===== src/rtl/fu_wb_arbiter.sv =====
// Writeback arbiter: per-source result FIFOs for ALU and LS feeding one registered ROB port.
// Define FU_WB_RR_EN for round-robin arbitration; without it the ALU has fixed priority.

`ifndef ROB_IDX_SIZE
`define ROB_IDX_SIZE 6
`endif
`ifndef GPR_SIZE
`define GPR_SIZE 32
`endif

package fu_wb_pkg;
  typedef logic [3:0] nzcv_t;

  typedef struct packed {
    logic [`ROB_IDX_SIZE-1:0] rob_idx;
    logic [`GPR_SIZE-1:0]     value;
    logic                     set_nzcv;
    nzcv_t                    nzcv;
    logic                     cond;
  } wb_res_t;
endpackage

// Small circular FIFO; ready depends on count only, so a full FIFO never accepts
// even while being popped.
module fu_wb_fifo #(
  parameter int DEPTH = 2,
  parameter int W     = 8
) (
  input  logic         clk,
  input  logic         rst_n,
  input  logic         flush_i,
  input  logic         valid_i,
  input  logic         pop_i,
  input  logic [W-1:0] din_i,
  output logic [W-1:0] dout_o,
  output logic         ready_o,
  output logic         nempty_o
);
  localparam int AW = $clog2(DEPTH);

  logic [AW:0]   cnt_q, cnt_d;
  logic [AW-1:0] wr_q, wr_d, rd_q, rd_d;
  logic [W-1:0]  mem_q [DEPTH];
  logic          do_push, do_pop;

  assign ready_o  = (cnt_q < (AW+1)'(DEPTH));
  assign nempty_o = (cnt_q != '0);
  assign do_push  = valid_i & ready_o;
  assign do_pop   = pop_i & nempty_o;
  assign dout_o   = mem_q[rd_q];

  always_comb begin
    cnt_d = cnt_q + {{AW{1'b0}}, do_push} - {{AW{1'b0}}, do_pop};
    wr_d  = do_push ? wr_q + 1'b1 : wr_q;
    rd_d  = do_pop  ? rd_q + 1'b1 : rd_q;
  end

  always_ff @(posedge clk or negedge rst_n) begin
    if (!rst_n) begin
      cnt_q <= '0;
      wr_q  <= '0;
      rd_q  <= '0;
    end else if (flush_i) begin
      cnt_q <= '0;
      wr_q  <= '0;
      rd_q  <= '0;
    end else begin
      cnt_q <= cnt_d;
      wr_q  <= wr_d;
      rd_q  <= rd_d;
    end
  end

  always_ff @(posedge clk) begin
    if (do_push && !flush_i) mem_q[wr_q] <= din_i;
  end
endmodule

module fu_wb_arbiter
  import fu_wb_pkg::*;
#(
  parameter int DEPTH = 2
) (
  input  logic                     in_clk,
  input  logic                     in_rst_n,
  input  logic                     in_flush,
  input  logic                     in_alu_valid,
  input  logic [`ROB_IDX_SIZE-1:0] in_alu_dst_rob_index,
  input  logic [`GPR_SIZE-1:0]     in_alu_value,
  input  logic                     in_alu_set_nzcv,
  input  nzcv_t                    in_alu_nzcv,
  input  logic                     in_alu_condition,
  output logic                     out_alu_ready,
  input  logic                     in_ls_valid,
  input  logic [`ROB_IDX_SIZE-1:0] in_ls_dst_rob_index,
  input  logic [`GPR_SIZE-1:0]     in_ls_value,
  output logic                     out_ls_ready,
  input  logic                     in_rob_ready,
  output logic                     out_rob_done,
  output logic [`ROB_IDX_SIZE-1:0] out_rob_dst_rob_index,
  output logic [`GPR_SIZE-1:0]     out_rob_value,
  output logic                     out_rob_set_nzcv,
  output nzcv_t                    out_rob_nzcv,
  output logic                     out_rob_condition,
  output logic                     out_idle
);
  localparam int RW = $bits(wb_res_t);

  wb_res_t alu_in, ls_in, alu_head, ls_head, out_q, out_d;
  logic    done_q, done_d;
  logic    alu_ne, ls_ne, free, prefer_alu, grant_alu, grant_ls;

  always_comb begin
    alu_in = '{rob_idx: in_alu_dst_rob_index, value: in_alu_value,
               set_nzcv: in_alu_set_nzcv, nzcv: in_alu_nzcv, cond: in_alu_condition};
    // LS results never carry flags or a condition bit.
    ls_in  = '{rob_idx: in_ls_dst_rob_index, value: in_ls_value,
               set_nzcv: 1'b0, nzcv: 4'b0000, cond: 1'b0};
  end

  fu_wb_fifo #(.DEPTH(DEPTH), .W(RW)) u_alu_fifo (
    .clk(in_clk), .rst_n(in_rst_n), .flush_i(in_flush),
    .valid_i(in_alu_valid), .pop_i(grant_alu), .din_i(alu_in),
    .dout_o(alu_head), .ready_o(out_alu_ready), .nempty_o(alu_ne)
  );

  fu_wb_fifo #(.DEPTH(DEPTH), .W(RW)) u_ls_fifo (
    .clk(in_clk), .rst_n(in_rst_n), .flush_i(in_flush),
    .valid_i(in_ls_valid), .pop_i(grant_ls), .din_i(ls_in),
    .dout_o(ls_head), .ready_o(out_ls_ready), .nempty_o(ls_ne)
  );

`ifdef FU_WB_RR_EN
  logic last_ls_q;

  // Last grant starts at LS so the ALU takes the first contention.
  always_ff @(posedge in_clk or negedge in_rst_n) begin
    if (!in_rst_n)      last_ls_q <= 1'b1;
    else if (in_flush)  last_ls_q <= 1'b1;
    else if (grant_alu) last_ls_q <= 1'b0;
    else if (grant_ls)  last_ls_q <= 1'b1;
  end

  assign prefer_alu = last_ls_q;
`else
  assign prefer_alu = 1'b1;
`endif

  assign free      = !done_q || in_rob_ready;
  assign grant_alu = free && alu_ne && (!ls_ne || prefer_alu);
  assign grant_ls  = free && ls_ne && !grant_alu;

  always_comb begin
    done_d = done_q;
    out_d  = out_q;
    if (free) begin
      done_d = grant_alu || grant_ls;
      if (grant_alu)     out_d = alu_head;
      else if (grant_ls) out_d = ls_head;
    end
  end

  always_ff @(posedge in_clk or negedge in_rst_n) begin
    if (!in_rst_n) begin
      done_q <= 1'b0;
      out_q  <= '0;
    end else if (in_flush) begin
      done_q <= 1'b0;
      out_q  <= '0;
    end else begin
      done_q <= done_d;
      out_q  <= out_d;
    end
  end

  assign out_rob_done          = done_q;
  assign out_rob_dst_rob_index = out_q.rob_idx;
  assign out_rob_value         = out_q.value;
  assign out_rob_set_nzcv      = out_q.set_nzcv;
  assign out_rob_nzcv          = out_q.nzcv;
  assign out_rob_condition     = out_q.cond;
  assign out_idle              = !alu_ne && !ls_ne && !done_q;
endmodule

===== config.mk =====
export PLATFORM = sky130hd
export DESIGN_NAME = fu_wb_arbiter
export DESIGN_NICKNAME = d
export VERILOG_FILES = /design/src/rtl/fu_wb_arbiter.sv
export SDC_FILE = /design/constraint.sdc
export NUM_CORES = 1
export LEC_CHECK = 0
export CORE_AREA = 2 2 196 198
export CTS_CLUSTER_DIAMETER = 100
export DETAILED_ROUTE_END_ITERATION = 8
export DIE_AREA = 0 0 198 200
export GPL_TIMING_DRIVEN = 1
export PLACE_DENSITY_LB_ADDON = 0.08
export SLEW_MARGIN = 30
export SYNTH_ARGS = -nofsm -noshare
export SYNTH_HDL_FRONTEND = slang
export SYNTH_HIERARCHICAL = 1
export SYNTH_SLANG_ARGS = --single-unit

===== constraint.sdc =====
create_clock -name in_clk -period 7.55 [get_ports in_clk]
set_input_delay 1.51 -clock in_clk [delete_from_list [all_inputs] [get_ports in_clk]]
set_output_delay 1.51 -clock in_clk [all_outputs]
set_load 0.05 [all_outputs]

==> results.yml <==
outcome:
  status: "complete, no violations"
route:
  drt_first_pass_iters: 4
  vias: 5156
  drt_iter0_drc: 275
  drt-vias-per-instance: 4.23
  wire_per_inst_um: 19.6
  drt_drc_violations_left: 0
  drtAntennaViolNets: 0
  wirelength_mm: 23.9
synthesis:
  synth_cell_types: 31
  synth.avg_cell_area_um2: 17.2
  ys_seq_area_frac: 0.717
  syn_area_um2: 9220
  ys_ff_latch: 229
  synthCells: 535
  yosys_warnings: 6
sta:
  fin_crit_ns: 4.06
  worstMarginPinSlew_ns: 0.807
  slew_viol_final: 0
  finClkSkew_ns: 0.0105
  rsz0062_at_grt: "no"
  finalHoldViolations: 0
  setup_viol: 0
  final.period_utilization: 0.538
  slew_headroom: 0.462
  max_freq_mhz: 246
  setup_tns_ns: 0
power_and_ir_drop:
  powerDensity_nw_per_um2: 332
  power_mw: 3.95
  vdd.ir_drop.worst_mv: 0.179
  leakage_nw: 4.12
clock_tree:
  post_cts_buffers: 0
  cts_resized: 0
  clock-sinks: 229
  numCtsBuffers: 26
  cts_hold_buffers: 0
  clock_path_buffers: 3
  clock_latency_ns: 0.53
  cts.reportedPaths.clkPinSlew_ns: 0.06
  cts_tree: "done"
  cts_root_buf: "clkbuf_16"
  htreeDepth: 1
global_routing:
  grt_pass1_vias: 5562
  grt_first_pass_wirelength_mm: 35.2
  antenna_found_initial: 0
  grt_usage: 0.121
  grt_max_degree: 60
  grt_overflow: 0
worst_setup_path:
  start_kind: "flop"
  cp_max_fo: 6
  worstPathArrival_ns: 2.55
  required_ns: 6.04
  cp-end-kind: "primary output"
  path_class: "flop to primary output"
floorplanning:
  fp.dieW_um: 198
  core-area_um2: 37400
  rows: 71
  ios: 136
  dieArea_um2: 39600
  chipHeight_um: 200
  initial_core_util: 0.246
hold_path:
  min_path_type: "flop to flop"
placed_design:
  gp_congestion: 0.668
  place_hpwl_mm: 14.4
  port_buffers: 135
  placed_cell_area_um2: 11100
cells_and_area:
  final_area_um2: 11900
  layout-drive-gt1-share: 0.219
  antennaDiodeCount: 0
  area_growth_pct: 29.3
  nNetsFinal: 781
  final_util: 0.319
  n_fill_cell: 3699
run:
  maxCapViolations: 0
==> worst paths after layout <==
check	startpoint	to	slack (ns)	cells after the start
hold / removal	u_alu_fifo/wr_q	u_alu_fifo/wr_q	0.59	2
min in group asynchronous	in_rst_n	out_rob_value[6]	1.07	1
max in group asynchronous	in_rst_n	u_ls_fifo/rd_q	5.90	1
hold reg to reg	u_alu_fifo/wr_q	u_alu_fifo/wr_q	0.59	2
setup / recovery	u_alu_fifo/cnt_q[1]	out_idle	3.49	4
setup reg to reg	u_alu_fifo/cnt_q[1]	u_ls_fifo/cnt_q[1]	5.28	8
==> synthesized netlist by cell type <==
cell type | instances | share of area
dfrtp_1 | 53 | 0.14
o21ai_0 | 4 | 0.0022
nor2b_4 | 1 | 0.0015
mux2_4 | 6 | 0.0098
conb_1 | 1 | 0.00041
and2_1 | 1 | 0.00068
ha_1 | 2 | 0.0027
dlygate4sd1_1 | 4 | 0.0038
buf_6 | 15 | 0.018
xor2_1 | 4 | 0.0038
nor3_2 | 2 | 0.0022
nor2_1 | 7 | 0.0029
buf_4 | 4 | 0.0033
inv_1 | 2 | 0.00081
nor3b_2 | 1 | 0.0014
or2_1 | 1 | 0.00068
buf_2 | 10 | 0.0054
nor2b_1 | 2 | 0.0014
nand2b_1 | 47 | 0.032
a21oi_1 | 48 | 0.026
a221o_1 | 44 | 0.048
nor3_1 | 4 | 0.0022
nand3_1 | 2 | 0.0011
nor3b_1 | 3 | 0.0024
and4bb_1 | 2 | 0.0027
o21a_1 | 2 | 0.0016
nor4b_4 | 1 | 0.0026
mux2_2 | 82 | 0.10
or2_2 | 2 | 0.0014
and2b_1 | 2 | 0.0016
edfxtp_1 | 176 | 0.57
==> per-stage QoR <==
stage                     worst slack (ns)  std cells  hold WS, ns
after floorplan                       2.17        546        0.519
after global placement                3.66       1173        0.557
after detailed placement              3.66       1173        0.572
after CTS                             3.45       1219        0.586
after global routing                  3.39       1220        0.613
final                                 3.49       1220        0.585
==> worst max-delay path: stages, from the launching register on <==
cell and delay (ns):
dfrtp_1 0.42, or2_2 0.37, or2_2 0.33, nor2_1 0.09
clkdlybuf4s50_1 0.81
==> logic make-up after synthesis <==
| group | after synthesis | synth area share |
|---|---|---|
| flops | 229 | 0.717 |
| compound gates | 98 | 0.0777 |
| mux | 88 | 0.110 |
| simple gates | 78 | 0.0565 |
| buf+inv | 35 | 0.0316 |
| xor+xnor | 4 | 0.00380 |
| fa+ha+maj | 2 | 0.00271 |
| other cells | 1 | 0.000407 |
==> routing by layer <==
| metal | vias up | GRT usage | part of all wire |
|---|---|---|---|
| met5 | - | 0 | 0 |
| met3 | 30 | 0.0234 | 0.054 |
| met1 | 2619 | 0.157 | 0.44 |
| li1 | 2379 | - | - |
| met2 | 128 | 0.207 | 0.49 |
| met4 | 0 | 0.0356 | 0.016 |
==> cell usage in the layout (no fill, tap or decap), types with 3 or more instances in the layout <==
cell type	count
nor2_1	7
a21oi_1	48
conb_1	12
mux2_2	82
or2_2	3
nand2b_1	46
dfrtp_1	51
clkdlybuf4s50_1	133
clkbuf_8	4
mux2_4	6
o21ai_0	4
nor3_2	4
xor2_1	4
clkinv_1	3
clkbuf_1	8
clkbuf_16	27
edfxtp_1	176
buf_4	16
a221o_1	44
==> report_power, final <==
part	leakage, nW	internal (mW)	switching [mW]
registers	2.32	1.53	0.0921
logic	1.40	0.437	0.685
clock network	0.398	0.724	0.488
total	4.12	2.69	1.27
==> cell type report <==
class,count,area [µm²],share of cell area
tap,511,639,0.0536
sequential,229,6610,0.555
timing repair buffer,150,1460,0.122
clock inverter,7,58.8,0.00493
multi-input combinational,282,2380,0.200
inverter,2,7.51,0.000630
clock buffer,39,761,0.0638
==> sequential cells by signal, summed over array words and instances, names as in the netlist <==
name and flops:
u_ls_fifo/wr_q 1, u_ls_fifo/mem_q 88, out_rob_done 1, u_alu_fifo/wr_q 1
u_alu_fifo/rd_q 1, out_rob_condition 1, out_rob_dst_rob_index 6, u_ls_fifo/cnt_q 2
u_ls_fifo/rd_q 1, u_alu_fifo/cnt_q 2, out_rob_nzcv 4, u_alu_fifo/mem_q 88
out_rob_set_nzcv 1, out_rob_value 32
(Power assumes the default switching activity.)
